`src/rtl/branch_pc_if.sv`:
```
// Bundle between the branch/PC unit and the rest of the pipeline.
// The master side (issue stage or bench) drives the inputs. The slave side (branch_pc_unit) returns the state.
interface branch_pc_if #(
  parameter int unsigned PCW = 10
);
  logic           stall_i;
  logic           flag_we_i;
  logic           ge_i;
  logic           ne_i;
  logic           br_valid_i;
  logic [1:0]     br_cond_i;
  logic [PCW-1:0] br_target_i;
  logic           halt_i;
  logic [PCW-1:0] pc_o;
  logic           take_o;
  logic           flush_o;
  logic           halted_o;
  logic           ge_q_o;
  logic           ne_q_o;

  modport master (
    output stall_i, flag_we_i, ge_i, ne_i, br_valid_i, br_cond_i, br_target_i, halt_i,
    input  pc_o, take_o, flush_o, halted_o, ge_q_o, ne_q_o
  );

  modport slave (
    input  stall_i, flag_we_i, ge_i, ne_i, br_valid_i, br_cond_i, br_target_i, halt_i,
    output pc_o, take_o, flush_o, halted_o, ge_q_o, ne_q_o
  );
endinterface

```
`src/rtl/branch_pc_unit.sv`:
```
// Program counter, compare-flag register and branch resolution.
// Also generates the post-branch flush window and the HALT state.
module branch_pc_unit #(
  parameter int unsigned PCW       = 10,
  parameter int unsigned RESET_PC  = 0,
  parameter int unsigned FLUSH_CYC = 2
) (
  input logic        clk,
  input logic        rst_n,
  branch_pc_if.slave bus
);

  localparam logic [1:0] StRun   = 2'd0;
  localparam logic [1:0] StFlush = 2'd1;
  localparam logic [1:0] StHalt  = 2'd2;

  logic [1:0]     state_q, state_d;
  logic [PCW-1:0] pc_q, pc_d;
  logic [2:0]     cnt_q, cnt_d;
  logic           ge_q, ge_d;
  logic           ne_q, ne_d;
  logic           take_q, take_d;
  logic           flush_q, flush_d;
  logic           ge_eff, ne_eff, taken;

  // A CMP in the same cycle as the branch is forwarded straight from the ALU.
  always_comb begin
    ge_eff = bus.flag_we_i ? bus.ge_i : ge_q;
    ne_eff = bus.flag_we_i ? bus.ne_i : ne_q;
    case (bus.br_cond_i)
      2'b00:   taken = 1'b1;
      2'b01:   taken = ne_eff;
      2'b10:   taken = ge_eff;
      default: taken = ~ge_eff;
    endcase
  end

  always_comb begin
    state_d = state_q;
    pc_d    = pc_q;
    cnt_d   = cnt_q;
    ge_d    = ge_q;
    ne_d    = ne_q;
    take_d  = take_q;
    flush_d = flush_q;
    if (!bus.stall_i) begin
      case (state_q)
        StRun: begin
          take_d  = 1'b0;
          flush_d = 1'b0;
          if (bus.flag_we_i) begin
            ge_d = bus.ge_i;
            ne_d = bus.ne_i;
          end
          if (bus.halt_i) begin
            state_d = StHalt;
          end else if (bus.br_valid_i && taken) begin
            pc_d    = bus.br_target_i;
            take_d  = 1'b1;
            flush_d = 1'b1;
            cnt_d   = 3'(FLUSH_CYC - 1);
            // With a single bubble the flush ends on the next edge, so RUN handles it.
            if (FLUSH_CYC > 1) state_d = StFlush;
          end else begin
            pc_d = pc_q + PCW'(1);
          end
        end
        StFlush: begin
          pc_d   = pc_q + PCW'(1);
          take_d = 1'b0;
          if (cnt_q == 3'd0) begin
            state_d = StRun;
            flush_d = 1'b0;
          end else begin
            cnt_d = cnt_q - 3'd1;
          end
        end
        StHalt: ;
        default: state_d = StRun;
      endcase
    end
  end

  always_ff @(posedge clk or negedge rst_n) begin
    if (!rst_n) begin
      state_q <= StRun;
      pc_q    <= PCW'(RESET_PC);
      cnt_q   <= 3'd0;
      ge_q    <= 1'b1;
      ne_q    <= 1'b0;
      take_q  <= 1'b0;
      flush_q <= 1'b0;
    end else begin
      state_q <= state_d;
      pc_q    <= pc_d;
      cnt_q   <= cnt_d;
      ge_q    <= ge_d;
      ne_q    <= ne_d;
      take_q  <= take_d;
      flush_q <= flush_d;
    end
  end

  assign bus.pc_o     = pc_q;
  assign bus.take_o   = take_q;
  assign bus.flush_o  = flush_q;
  assign bus.halted_o = (state_q == StHalt);
  assign bus.ge_q_o   = ge_q;
  assign bus.ne_q_o   = ne_q;

endmodule

```
`src/flat_wrapper.sv`:
```
// flat-port wrapper written by rule: the top's interface ports become plain ports
module branch_pc_unit_flat 
#(
  parameter int unsigned PCW       = 10,
  parameter int unsigned RESET_PC  = 0,
  parameter int unsigned FLUSH_CYC = 2
)
  (clk, rst_n, bus_stall_i, bus_flag_we_i, bus_ge_i, bus_ne_i, bus_br_valid_i, bus_br_cond_i, bus_br_target_i, bus_halt_i, bus_pc_o, bus_take_o, bus_flush_o, bus_halted_o, bus_ge_q_o, bus_ne_q_o);
  branch_pc_if #(.PCW(PCW)) bus_i ();
  input logic clk;
  input logic rst_n;
  input wire logic [$bits(bus_i.stall_i)-1:0] bus_stall_i;
  input wire logic [$bits(bus_i.flag_we_i)-1:0] bus_flag_we_i;
  input wire logic [$bits(bus_i.ge_i)-1:0] bus_ge_i;
  input wire logic [$bits(bus_i.ne_i)-1:0] bus_ne_i;
  input wire logic [$bits(bus_i.br_valid_i)-1:0] bus_br_valid_i;
  input wire logic [$bits(bus_i.br_cond_i)-1:0] bus_br_cond_i;
  input wire logic [$bits(bus_i.br_target_i)-1:0] bus_br_target_i;
  input wire logic [$bits(bus_i.halt_i)-1:0] bus_halt_i;
  output wire logic [$bits(bus_i.pc_o)-1:0] bus_pc_o;
  output wire logic [$bits(bus_i.take_o)-1:0] bus_take_o;
  output wire logic [$bits(bus_i.flush_o)-1:0] bus_flush_o;
  output wire logic [$bits(bus_i.halted_o)-1:0] bus_halted_o;
  output wire logic [$bits(bus_i.ge_q_o)-1:0] bus_ge_q_o;
  output wire logic [$bits(bus_i.ne_q_o)-1:0] bus_ne_q_o;
  assign bus_i.stall_i = bus_stall_i;
  assign bus_i.flag_we_i = bus_flag_we_i;
  assign bus_i.ge_i = bus_ge_i;
  assign bus_i.ne_i = bus_ne_i;
  assign bus_i.br_valid_i = bus_br_valid_i;
  assign bus_i.br_cond_i = bus_br_cond_i;
  assign bus_i.br_target_i = bus_br_target_i;
  assign bus_i.halt_i = bus_halt_i;
  assign bus_pc_o = bus_i.pc_o;
  assign bus_take_o = bus_i.take_o;
  assign bus_flush_o = bus_i.flush_o;
  assign bus_halted_o = bus_i.halted_o;
  assign bus_ge_q_o = bus_i.ge_q_o;
  assign bus_ne_q_o = bus_i.ne_q_o;
  branch_pc_unit #(.PCW(PCW), .RESET_PC(RESET_PC), .FLUSH_CYC(FLUSH_CYC)) u_core (.clk(clk), .rst_n(rst_n), .bus(bus_i));
endmodule
```
`config.mk`:
```
export PLATFORM = sky130hd
export DESIGN_NAME = branch_pc_unit_flat
export DESIGN_NICKNAME = d
export VERILOG_FILES = /design/src/rtl/branch_pc_if.sv /design/src/rtl/branch_pc_unit.sv /design/src/flat_wrapper.sv
export SDC_FILE = /design/constraint.sdc
export NUM_CORES = 1
export LEC_CHECK = 0
export CAP_MARGIN = 0
export CORE_MARGIN = 10
export CORE_UTILIZATION = 42
export CTS_CLUSTER_SIZE = 16
export DETAILED_ROUTE_END_ITERATION = 10
export PLACE_DENSITY = 0.73
export SETUP_SLACK_MARGIN = 0.4
export SYNTH_ARGS = -nofsm -noshare
export SYNTH_HDL_FRONTEND = slang
export SYNTH_SLANG_ARGS = --single-unit
```
`constraint.sdc`:
```
create_clock -name clk -period 1.65 [get_ports clk]
set_clock_uncertainty 0.05 [all_clocks]
set_input_delay 0.495 -clock clk [delete_from_list [all_inputs] [get_ports clk]]
set_output_delay 0.495 -clock clk [all_outputs]
set_load 0.05 [all_outputs]
```
======== Yosys cells after proc, flatten, opt, wreduce, memory -nomap -nowiden ========
Index checks and enable logic that the tools add are counted.
operators by class
  reductions and logical operators ........ 11
  mux-type cells .......................... 19
  add/sub/neg operators ................... 2
  equal/unequal tests ..................... 9
  bitwise gates (word level) .............. 3
operators by type and width
  cell                   number
  $mux 10                2
  $pmux 10 s2            1
  $add 10x1->10 const B  1
  $mux 3                 3
  $mux 2                 3
  $pmux 2 s3             1
  $pmux 3 s2             1
  $reduce_and 3->1       2
  $mux 1                 5
  $reduce_and 5->1       1
  $eq 2x1->1 const B     2
  $eq 2x2->1 const B     2
  $logic_not 2->1        2
  $ne 2x1->1 const B     2
  $ne 2x2->1 const B     2
  $pmux 1 s2             2
  $reduce_and 2->1       2
  $reduce_and 4->1       1
  $logic_not 3->1        1
  $ne 3x2->1 const B     1
  $not 1->1              3
  $pmux 1 s3             1
  $sub 3x1->3 const B    1
  $reduce_bool 2->1      1
  $logic_and 1x1->1      1
storage, ports and cells
  input bits .............................. 20
  bits in registers ....................... 19
  output and inout port bits .............. 15
  word-level logic and storage cells ...... 51

======== Depth between registers and ports, before layout ========
  word-level depth ........................ 7
  depth in mapped cells ................... 7
  mapped depth without buffers ............ 6

======== Worst setup path before layout ========
No wires, ideal clock.
  path kind ............................... register -> register
  start point ............................. register u_core.pc_q[0], in the netlist u_core.bus.pc_o[0]
  end point ............................... register u_core.pc_q[8], in the netlist u_core.bus.pc_o[8]
  library setup time ...................... 0.068 ns
  period minus slack after synthesis ...... 2.037 ns
  arrival time ............................ 1.919 ns
  path buffers ............................ 0
  stages on the path, launching flop included .. 7
  required time ........................... 1.532 ns
  slack ................................... -0.387 ns
  cells stage by stage .................... dfrtp_1 ha_1 and3_1 nand3_1 or4_1 nor2_1 a311o_1
on the way
  word-level cells in the longest chain between the ends .. 4
RTL lines
  what                    RTL line                                    RTL
  start, declared         branch_pc_unit.sv:18                        logic [PCW-1:0] pc_q, pc_d;
  start signal, assigned  branch_pc_unit.sv:87                        pc_q <= PCW'(RESET_PC);
  start signal, assigned  branch_pc_unit.sv:95                        pc_q <= pc_d;
  $add 10x1->10 *         branch_pc_unit.sv:65, branch_pc_unit.sv:69
  $mux 10                 branch_pc_unit.sv:57                        end else if (bus.br_valid_i && taken) begin
  $mux 10                 branch_pc_unit.sv:55                        if (bus.halt_i) begin
  $pmux 10 s2 *           branch_pc_unit.sv:47                        case (state_q)
Every way passes the cells marked *; elsewhere a longest branch is shown, timed or not. The select of a mux whose other input is x is not followed.
A chain may end at the register's enable or synchronous reset.

======== Final worst setup path ========
  start point ............................. register u_core.ne_q, in the netlist u_core.bus.ne_q_o
  end point ............................... register u_core.pc_q[2], in the netlist u_core.bus.pc_o[2]
on the way
  word-level cells in the longest chain between the ends .. 6
RTL lines
  what                    RTL line              RTL
  start, declared         branch_pc_unit.sv:21  logic ne_q, ne_d;
  start signal, assigned  branch_pc_unit.sv:98  ne_q <= ne_d;
  $mux 1                  --
  $pmux 1 s3              branch_pc_unit.sv:30  case (bus.br_cond_i)
  $logic_and 1x1->1       branch_pc_unit.sv:57
  $mux 10                 branch_pc_unit.sv:57
  $mux 10                 branch_pc_unit.sv:55
  $pmux 10 s2             branch_pc_unit.sv:47
Every way passes these cells. The select of a mux whose other input is x is not followed.

==> impl_metrics.py <==
metrics = {
    "critical_path": {
        "path_max_fanout": 7,
        "r2r_end": "u_core.bus.pc_o[2]$_DFFE_PN0P_",
        "critPathLaunch": "u_core.bus.ne_q_o$_DFFE_PN0P_",
        "crit_path_end": "u_core.bus.pc_o[2]$_DFFE_PN0P_",
        "r2r_cells": 6,
        "r2r-start": "u_core.bus.ne_q_o$_DFFE_PN0P_",
        "arrival_ns": 2.02,
        "setup.worst_path.start_class": "flip-flop",
        "r2r_slack_ns": -0.20,
        "critPathCaptureType": "flip-flop",
        "setup.worst_path.class": "reg2reg",
        "required_ns": 1.82,
    },
    "finish": {
        "fill_cells": 65,
        "drive_gt1_share_pct": 56.3,
        "fin_nets": 232,
        "area_growth_pct": 108,
        "final_area_um2": 2410,
        "finalNonFillerCells": 238,
        "n_antenna_cell": 0,
    },
    "clock_network": {
        "cts.sinks": 19,
        "clockRootBuffer": "clkbuf_4",
        "cts.path.max_buffers": 2,
        "clk_pin_slew_worst_paths_ns": 0.13,
        "htree_levels": 1,
        "clk_latency_ns": 0.33,
        "holdBufCountCts": 0,
        "cts_buffers": 3,
        "cts_tree": "done",
    },
    "sta": {
        "worst_pin_slew_ns": 0.458,
        "slew_headroom_pct": 69.1,
        "min_period_over_period_pct": 112,
        "tns_ns": -1.95,
        "layout_min_cycle_time_ns": 1.85,
        "setup_ws_ns": -0.196,
        "final_hold_viol_count": 0,
        "finalSetupViolCount": 18,
        "rsz0062_at_grt": "true",
        "slew_violations": 0,
        "max_freq_mhz": 542,
        "hold_slack_ns": 0.441,
    },
    "synth": {
        "synth.cell_area_um2": 1160,
        "netlist.area_leader.share_pct": 38.9,
        "yosysSeqAreaShare_pct": 41.1,
        "synthFlopType": "dfrtp_1",
        "ys_ff_latch": 19,
        "yosysMostFrequentCell": "dfrtp_1",
        "synth_area_leader_cell": "dfrtp_1",
        "synth_area_leaders": "dfrtp_1, mux2i_1, a21oi_1",
        "synth-edff-count": 0,
        "synth_cell_types": 32,
        "synth_common_cells": "dfrtp_1, a21oi_1, nand2_1, o21ai_0",
        "syn_nets": 149,
        "syn_inst": 126,
        "yosys_warnings": 0,
        "async_flop_share_pct": 100,
        "syn_area_per_cell_um2": 9.20,
    },
    "floorplan": {
        "die_w_um": 72.5,
        "rows": 18,
        "pin_count": 35,
        "die_area_um2": 5260,
        "dieHeight_um": 72.5,
        "start_util_pct": 45.5,
        "core_area_um2": 2540,
    },
    "pwr": {
        "p_int_w": 0.00177,
        "p_sw_w": 0.00139,
        "ir_drop_uv": 1580,
        "power_leakage_nw": 1.07,
        "pwr-share-seq_pct": 25.6,
        "power-per-cell-area_nw_per_um2": 1310,
        "swShare_pct": 44.0,
        "p_clk_share_pct": 8.5,
        "comb_power_share_pct": 65.9,
    },
    "detailed_routing": {
        "drc": 0,
        "vias": 1541,
        "wl_per_cell_um": 25.5,
        "viasPerCell": 6.47,
        "drtPass1Iterations": 5,
        "drt-total-wl_um": 6080,
        "drt_iter0_markers": 209,
        "antenna_left": 0,
    },
    "placement": {
        "place_congestion": 0.809,
        "place_area_um2": 1900,
        "placed_cells": 210,
        "dp_slack_ns": -0.738,
        "portBuffers": 34,
        "dp_hpwl_um": 2830,
    },
    "job": {
        "cap_violations": 0,
    },
    "global_route": {
        "antenna_found_initial": 0,
        "grt_max_degree": 20,
        "grt.total_usage_pct": 19.0,
        "grt_first_pass_wirelength_um": 8020,
        "grt_pass1_vias": 1519,
        "overflow": 0,
    },
    "run_status": {
        "status": "complete, but fails checks",
        "violations": "negative setup slack",
    },
    "worst_hold_path": {
        "min_path_type": "in2async",
    },
}
per-stage QoR:
step / utilization, % / power (W)
2_1_floorplan: - / 0.00147
3_3_place_gp: 74.5 / 0.00230
3_5_place_dp: 74.5 / 0.00237
4_1_cts: 87.4 / 0.00289
5_1_grt: 94.9 / 0.00323
6_report: 94.9 / 0.00315
repair_timing:
| action | 4_1_cts | 5_1_grt |
|---|---|---|
| buffers inserted | 13 | 9 |
| pin swaps | 20 | 15 |
| gates resized for setup | 52 | 24 |
| endpoints found under the setup margin | 33 | 33 |
| gates cloned | 2 | 0 |
logic make-up after synthesis:
kind of cell,count (synthesis),synth area share (%)
multiplexers,11,9.83
AND/OR/NAND/NOR,42,18.0
flip-flops,19,41.1
adder cells (fa/ha/maj),3,3.24
AO/OA/AOI/OAI,40,22.4
buffers and inverters,11,5.40
flip-flops by register name (all words and copies together), names as in the netlist:
signal and flops:
u_core.bus.flush_o 1, u_core.bus.ge_q_o 1, u_core.bus.ne_q_o 1, u_core.bus.pc_o 10, u_core.bus.take_o 1, u_core.cnt_q 3, u_core.state_q 2
per-layer routing:
layer / routed length, um / track usage, % / vias up
met5: 0 / 0 / -
met4: 409 / 9.70 / 0
met3: 469 / 4.76 / 37
met2: 2960 / 32.8 / 136
met1: 2230 / 20.9 / 743
li1: - / - / 625
area by class of cell:
type,count,area [um2],area share [%]
Timing Repair Buffer,83,955,39.5
Multi-Input combinational cell,96,890,36.8
Sequential cell,19,483,20.0
Tap cell,30,37.5,1.55
Clock buffer,3,22.5,0.933
Inverter,6,22.5,0.933
Clock inverter,1,5.00,0.207
worst max-delay path, cell delays in order, from the launching register on:
cell and delay [ns]:
dfrtp_2 0.42, mux2_4 0.29, o211ai_1 0.27, or2_4 0.22, buf_12 0.14, mux2i_1 0.22, a22oi_1 0.12
power by group through the flow:
stage	logic, W	registers, W	clock network, W
after floorplan	0.000318	0.00116	0
after global placement	0.00156	0.000742	0
after CTS	0.00184	0.000781	0.000262
final	0.00208	0.000808	0.000268
after global routing	0.00214	0.000809	0.000281
after detailed placement	0.00161	0.000760	0
placed cells by master, fill, tap and decap left out, drive strengths merged:
cell,count
o311ai,1
nor2b,2
a311o,1
and3,3
nor3b,1
buf,65
clkdlybuf4s50,11
nand2,10
mux2,3
dfrtp,18
nor3,2
nand4,1
a31oi,2
inv,6
dlygate4sd2,4
or2,2
o21ai,12
a2bb2oi,5
dfstp,1
dlymetal6s2s,1
a22o,1
a22oi,3
clkinv,1
nand3,7
nand2b,5
a21oi,10
clkdlybuf4s15,2
clkbuf,3
o31ai,1
or4,1
ha,3
mux2i,8
nor2,8
o211ai,2
a21o,2
worst min path at each step:
| stage | start | endpoint | slack, ns |
|---|---|---|---|
| final | rst_n | u_core.bus.pc_o[6]$_DFFE_PN0P_ | 0.44 |
| after global routing | rst_n | u_core.bus.pc_o[9]$_DFFE_PN0P_ | 0.46 |
| after CTS | u_core.cnt_q[0]$_DFFE_PN0P_ | u_core.cnt_q[0]$_DFFE_PN0P_ | 0.44 |
| after detailed placement | u_core.cnt_q[0]$_DFFE_PN0P_ | u_core.cnt_q[0]$_DFFE_PN0P_ | 0.42 |
| after global placement | u_core.cnt_q[0]$_DFFE_PN0P_ | u_core.cnt_q[0]$_DFFE_PN0P_ | 0.41 |
| after floorplan | rst_n | u_core.bus.flush_o$_DFFE_PN0P_ | 0.15 |
Note: power is estimated with default switching activity, not from simulation.
